### config.mk
export PLATFORM = sky130hd
export DESIGN_NAME = bcd_display_mux
export DESIGN_NICKNAME = d
export VERILOG_FILES = /design/src/rtl/bcd_display_mux.sv
export SDC_FILE = /design/constraint.sdc
export NUM_CORES = 1
export LEC_CHECK = 0
export CAP_MARGIN = 20
export CORE_ASPECT_RATIO = 0.75
export CORE_MARGIN = 3
export CORE_UTILIZATION = 50
export CTS_CLUSTER_DIAMETER = 200
export DETAILED_ROUTE_END_ITERATION = 12
export HOLD_SLACK_MARGIN = 0.1
export PLACE_DENSITY = 0.76
export REMOVE_ABC_BUFFERS = 1
export SETUP_SLACK_MARGIN = 0.05
export SLEW_MARGIN = 20
export SYNTH_ARGS = -nofsm -noshare
export SYNTH_HDL_FRONTEND = slang
export SYNTH_SLANG_ARGS = --single-unit
export TNS_END_PERCENT = 20
### constraint.sdc
create_clock -name CLK -period 2.95 [get_ports CLK]
set_input_delay 0.295 -clock CLK [delete_from_list [all_inputs] [get_ports CLK]]
set_output_delay 0.295 -clock CLK [all_outputs]
set_load 0.02 [all_outputs]
### src/rtl/bcd_display_mux.sv
// Four-digit multiplexed common-anode seven-segment driver: snapshots BCD digits
// on LOAD, scans them with a guard interval, blanks leading zeros, flags bad BCD.
module bcd_display_mux #(
    parameter int unsigned REFRESH_DIV = 50000,
    parameter int unsigned GUARD       = 4,
    parameter bit          BLANK_LZ    = 1'b1
) (
    input  logic       CLK,
    input  logic       RST_N,
    input  logic       EN,
    input  logic       LOAD,
    input  logic [3:0] BCD_0,
    input  logic [3:0] BCD_1,
    input  logic [3:0] BCD_2,
    input  logic [3:0] BCD_3,
    output logic [6:0] SEG,
    output logic [3:0] AN,
    output logic       ERR
);

    localparam int unsigned CW = (REFRESH_DIV > 1) ? $clog2(REFRESH_DIV) : 1;

    localparam logic [1:0] ST_IDLE  = 2'd0;
    localparam logic [1:0] ST_GUARD = 2'd1;
    localparam logic [1:0] ST_DRIVE = 2'd2;

    localparam logic [CW-1:0] CNT_GUARD_END = CW'(GUARD - 1);
    localparam logic [CW-1:0] CNT_LAST      = CW'(REFRESH_DIV - 1);

    logic [1:0]      state_q, state_d;
    logic [CW-1:0]   cnt_q, cnt_d;
    logic [1:0]      idx_q, idx_d;
    logic [3:0][3:0] dig_q, dig_d;
    logic [6:0]      seg_q, seg_d;
    logic [3:0]      an_q, an_d;
    logic            err_q, err_d;
    logic [3:0]      blank;

    function automatic logic [6:0] decode(input logic [3:0] d);
        case (d)
            4'd0:    decode = 7'b1000000;
            4'd1:    decode = 7'b1111001;
            4'd2:    decode = 7'b0100100;
            4'd3:    decode = 7'b0110000;
            4'd4:    decode = 7'b0011001;
            4'd5:    decode = 7'b0010010;
            4'd6:    decode = 7'b0000010;
            4'd7:    decode = 7'b1111000;
            4'd8:    decode = 7'b0000000;
            4'd9:    decode = 7'b0010000;
            default: decode = 7'b0111111;
        endcase
    endfunction

    always_comb begin
        dig_d = dig_q;
        if (LOAD) begin
            dig_d = {BCD_3, BCD_2, BCD_1, BCD_0};
        end

        state_d = state_q;
        cnt_d   = cnt_q;
        idx_d   = idx_q;
        if (!EN) begin
            state_d = ST_IDLE;
            cnt_d   = '0;
            idx_d   = '0;
        end else begin
            case (state_q)
                ST_IDLE: begin
                    state_d = ST_GUARD;
                    cnt_d   = '0;
                    idx_d   = '0;
                end
                ST_GUARD: begin
                    if (cnt_q == CNT_GUARD_END) begin
                        state_d = ST_DRIVE;
                    end
                    cnt_d = cnt_q + 1'b1;
                end
                ST_DRIVE: begin
                    if (cnt_q == CNT_LAST) begin
                        state_d = ST_GUARD;
                        cnt_d   = '0;
                        idx_d   = idx_q + 2'd1;
                    end else begin
                        cnt_d = cnt_q + 1'b1;
                    end
                end
                default: begin
                    state_d = ST_IDLE;
                    cnt_d   = '0;
                    idx_d   = '0;
                end
            endcase
        end

        // Outputs are built from next-state values so a capture shows on SEG one cycle later.
        blank[3] = BLANK_LZ && (dig_d[3] == 4'd0);
        blank[2] = blank[3] && (dig_d[2] == 4'd0);
        blank[1] = blank[2] && (dig_d[1] == 4'd0);
        blank[0] = 1'b0;

        an_d  = '1;
        seg_d = '1;
        if (state_d == ST_DRIVE) begin
            an_d[idx_d] = 1'b0;
            seg_d       = blank[idx_d] ? 7'h7F : decode(dig_d[idx_d]);
        end

        err_d = (dig_q[0] > 4'd9) | (dig_q[1] > 4'd9) | (dig_q[2] > 4'd9) | (dig_q[3] > 4'd9);
    end

    always_ff @(posedge CLK or negedge RST_N) begin
        if (!RST_N) begin
            state_q <= ST_IDLE;
            cnt_q   <= '0;
            idx_q   <= '0;
            dig_q   <= '0;
            seg_q   <= '1;
            an_q    <= '1;
            err_q   <= 1'b0;
        end else begin
            state_q <= state_d;
            cnt_q   <= cnt_d;
            idx_q   <= idx_d;
            dig_q   <= dig_d;
            seg_q   <= seg_d;
            an_q    <= an_d;
            err_q   <= err_d;
        end
    end

    assign SEG = seg_q;
    assign AN  = an_q;
    assign ERR = err_q;

endmodule
==> metrics.md, run 1 <==
| Metric | Value |
|---|---|
| Final Worst Setup Slack | `-0.0493 ns` |
| Dpl cells | `348` |
| Max Slew Vio Count | `0` |
| CP most frequent cell | `inv_2` |
| All-layer global routing usage | `between 20% and 30%` |
| Final wirelength | `5900 um` |
| Async SR Flop Fraction | `100%` |
| Setup violators final | `6` |
| Tmin final | `approximately 3.0 ns` |
| Hold slack | `0.457 ns` |
| Total area of sequential cells | `approximately 1200 um^2` |
| Mapped Area | `2520 um^2` |
| Syn Inst Count | `235` |
| Critical Path Max Stage Delay | `0.66 ns` |
| Worst-path cell chain | `or4b_2, nor4_1, mux2i_1, o21ai_2, inv_2, o21ai_1, a2bb2oi_4, inv_2, ha_1, inv_1, mux2_4, a22oi_1` |
| Final instance area | `3400 um^2` |
| Via/cell ratio | `5.50` |
| Ratio of cells with drive above 1 in the final layout | `31.0%` |
| Starting Density | `54.2%` |
| Mux cell area share after synthesis | `approximately an eighth` |
| Final Instance Count excl. Fillers | `363` |
| Vias post-DR | `approximately 2,000` |
| Area share of and/or/nand/nor cells after synthesis | `between 10% and 20%` |
| Placed Area | `between 3000 and 4000 um^2` |
| Buf/Inv on CP | `3` |
| Failing checks | `negative setup slack` |
| Initial DRC count | `220` |
| Warnings from Yosys | `0` |
| Max VDD drop | `0.312 mV` |
| Synthesized flop and latch total | `48` |
| Clock Sink Count | `48` |
| Synth unique cells | `50` |
| Final Util | `around 73%` |
| Core area | `between 4000 and 5000 um^2` |
| Post-Syn Area per Cell | `10.7 um^2` |
| GPL Wtd Cong | `0.916` |
| CTS buffer count | `5` |
| First-pass GRT wire length | `9720 um` |
| Critical path arrival | `between 3 and 4 ns` |
| I/O Buffers | `31` |
| P_leak | `around 0.0015 uW` |
| Largest net degree at the start of global routing | `49` |
| Initial antenna violation count | `0` |
| Clock buffer depth | `2` |
| Die area | `5930 um^2` |
| Post-route DRC | `0` |
| Seq/Total Area, Yosys | `48.2%` |
| CTS clk-pin slew, worst paths | `0.09 ns` |
| Worst setup path category | `register to register` |
| Met2 global-route usage | `32.4%` |
| Largest family of logic cells by synthesized area | `simple AND/OR/NAND/NOR gates` |
| Final Hold Fails | `0` |
| Power Density | `453 nW/um^2` |
| Total power | `1540 uW` |
| Unrepaired setup endpoints after global routing | `yes` |
| Slowest cell on crit path | `or4b_2` |
| Main synth FF type | `dfrtp_1` |
| CTS tree | `yes` |
| GRT Max-Usage Layer | `met2` |
| Multi-input gate area | `around 1300 um^2` |
| Nets | `336` |
| Top delay family on crit path | `simple AND/OR/NAND/NOR gates` |
| Crit end category | `register` |
| Chip height | `67.5 um` |
| Area growth syn-to-layout | `35.1%` |
| Post-DP HPWL | `roughly 4200 um` |
| Std-Cell Rows | `21` |
| Total grt overflow | `0` |
| Antenna Cells | `0` |
| Worst setup SP type | `register` |
| WP data required | `~3.2 ns` |
| H-tree Lvls | `2` |
| Die X | `88.0 um` |
| Outcome | `finished, violations left` |
| Routed len/inst | `16.2 um` |
| Worst-path maximum fanout | `6` |
| Min-delay worst type | `register to register` |
| Synthesized-area fraction occupied by adder cells | `between 5 and 6%` |
| Vias in the first global route | `1,999` |
| Clk_skew | `approximately 0.0073 ns` |
| Grt met1 use | `between 30% and 40%` |
| Slew at the pin closest to its max-slew limit | `roughly 0.6 ns` |
| Relative max-transition margin | `60.8%` |
| IO Count | `32` |
| Xor and xnor area share after synthesis | `4.52%` |
| Root buffer cell | `clkbuf_8` |
| Post-synthesis compound-gate area fraction | `under 10%` |
| Fmax | `333 MHz` |
| Fill cells | `326` |
| EDFF count, synth | `0` |
| Worst-Skew Late Latency | `0.30 ns` |
| Pre-antenna DRT Iters | `4` |
| Max cap viols | `0` |
| Met3 GRT Util | `3.54%` |
| Post-DRT Antenna Nets | `0` |
| Fin crit share | `102%` |
==> synth_stat cells, drive strengths merged, types with 3 or more instances <==
| cell type | instances | area share (%) |
|---|---|---|
| o21ai | 13 | 3.2 |
| mux2 | 15 | 7.0 |
| a22oi | 4 | 1.2 |
| dfrtp | 37 | 37 |
| and3 | 6 | 1.6 |
| xor2 | 8 | 2.8 |
| nand3 | 8 | 1.6 |
| nand2 | 13 | 1.9 |
| inv | 18 | 2.7 |
| nor2 | 30 | 4.5 |
| ha | 11 | 5.5 |
| nor4 | 6 | 2.1 |
| a21oi | 5 | 0.99 |
| nand4 | 3 | 0.75 |
| xnor2 | 5 | 1.7 |
| and2 | 3 | 0.79 |
| mux2i | 12 | 5.3 |
| dfstp | 11 | 11 |
==> worst register-to-register path: stages (launching register included) <==
cell and delay (ns):
dfrtp_1 0.39, or4b_2 0.66, nor4_1 0.30, mux2i_1 0.32, o21ai_2 0.10, inv_2 0.16, o21ai_1 0.14, a2bb2oi_4 0.20
inv_2 0.08, ha_1 0.13, inv_1 0.03, mux2_4 0.26, a22oi_1 0.16
==> through the flow <==
stage / setup TNS [ns] / setup slack (ns)
5_1_grt: -1.76 / -0.318
3_3_place_gp: -0.206 / -0.0706
2_1_floorplan: -0.000696 / -0.000348
3_5_place_dp: -0.550 / -0.110
4_1_cts: 0 / 0.00861
6_report: -0.201 / -0.0493
==> state kept, by name, summed over array words and instances (netlist names) <==
register and flops:
ERR 1, dig_q 16, state_q 2, idx_q 2
SEG 7, AN 4, cnt_q 16
==> final timing paths <==
path | start | to | slack (ns) | cells past startpoint
max reg2reg | cnt_q[7]$_DFF_PN0_ | SEG[3]$_DFF_PN1_ | -0.05 | 12
max in group asynchronous | RST_N | cnt_q[8]$_DFF_PN0_ | 2.03 | 2
max | cnt_q[7]$_DFF_PN0_ | SEG[3]$_DFF_PN1_ | -0.05 | 12
min reg2reg | cnt_q[0]$_DFF_PN0_ | cnt_q[0]$_DFF_PN0_ | 0.46 | 1
min in group asynchronous | RST_N | cnt_q[0]$_DFF_PN0_ | 0.52 | 2
min | cnt_q[0]$_DFF_PN0_ | cnt_q[0]$_DFF_PN0_ | 0.46 | 1
==> where the power goes <==
| part | total [uW] | switching, uW | internal, uW |
|---|---|---|---|
| combinational | 202 | 102 | 100 |
| sequential | 695 | 11.5 | 683 |
| clock | 646 | 222 | 424 |
| total | 1540 | 335 | 1210 |
==> area by class of cell <==
class	instances	area share, %
Multi-Input combinational cell	165	37.9
Sequential cell	48	35.7
Timing Repair Buffer	67	17.6
Clock inverter	3	2.65
Tap cell	57	2.10
Clock buffer	5	2.02
Inverter	18	1.99
==> routing by layer <==
| metal | vias to the layer above | wire [um] |
|---|---|---|
| li1 | 962 | - |
| met1 | 969 | 2830 |
| met2 | 59 | 2670 |
| met3 | 6 | 329 |
| met4 | 0 | 70 |
| met5 | - | 0 |
==> logic make-up (layout without fill, tap and decap cells) <==
logic type | after synthesis | after routing
DFF | 48 | 48
xor gates and xnor gates | 13 | 13
and+or+nand+nor | 80 | 80
muxes | 27 | 27
AOI/OAI and AO/OA | 34 | 34
buffers and inverters | 22 | 93
adders and majority gates | 11 | 11
==> cell usage in the layout, fill, tap and decap left out, types with 3 or more instances in the layout <==
cell type | netlist | routed
buf_6 | 1 | 5
clkbuf_8 | 0 | 5
o21ai_1 | 2 | 5
xor2_1 | 8 | 8
dfstp_2 | 11 | 11
nand2_1 | 13 | 13
nand4_1 | 3 | 3
inv_1 | 17 | 15
dfrtp_1 | 37 | 37
inv_2 | 1 | 3
nor4_1 | 5 | 4
and3_1 | 4 | 4
clkdlybuf4s50_1 | 0 | 30
a21oi_1 | 5 | 4
o21ai_0 | 9 | 6
nand3_1 | 8 | 8
xnor2_1 | 5 | 5
buf_4 | 0 | 31
a22oi_1 | 4 | 3
mux2_2 | 13 | 13
ha_1 | 11 | 10
mux2i_1 | 11 | 8
bufinv_16 | 0 | 3
nor2_1 | 30 | 29
==> what timing repair did <==
action	4_1_cts	5_1_grt
endpoints found under the setup margin	7	7
resized for setup	14	10
endpoints found under the hold margin	0	37
buffers inserted	4	2
hold buffers	0	1
pin swaps	6	4
(Power assumes the default switching activity.)
==> run 2, diff against run 1 <==
Settings changed: TNS_END_PERCENT 20 to 5.
==> results of run 2 <==
Same layout as run 1: the final DEF is identical, and so are final timing and power.
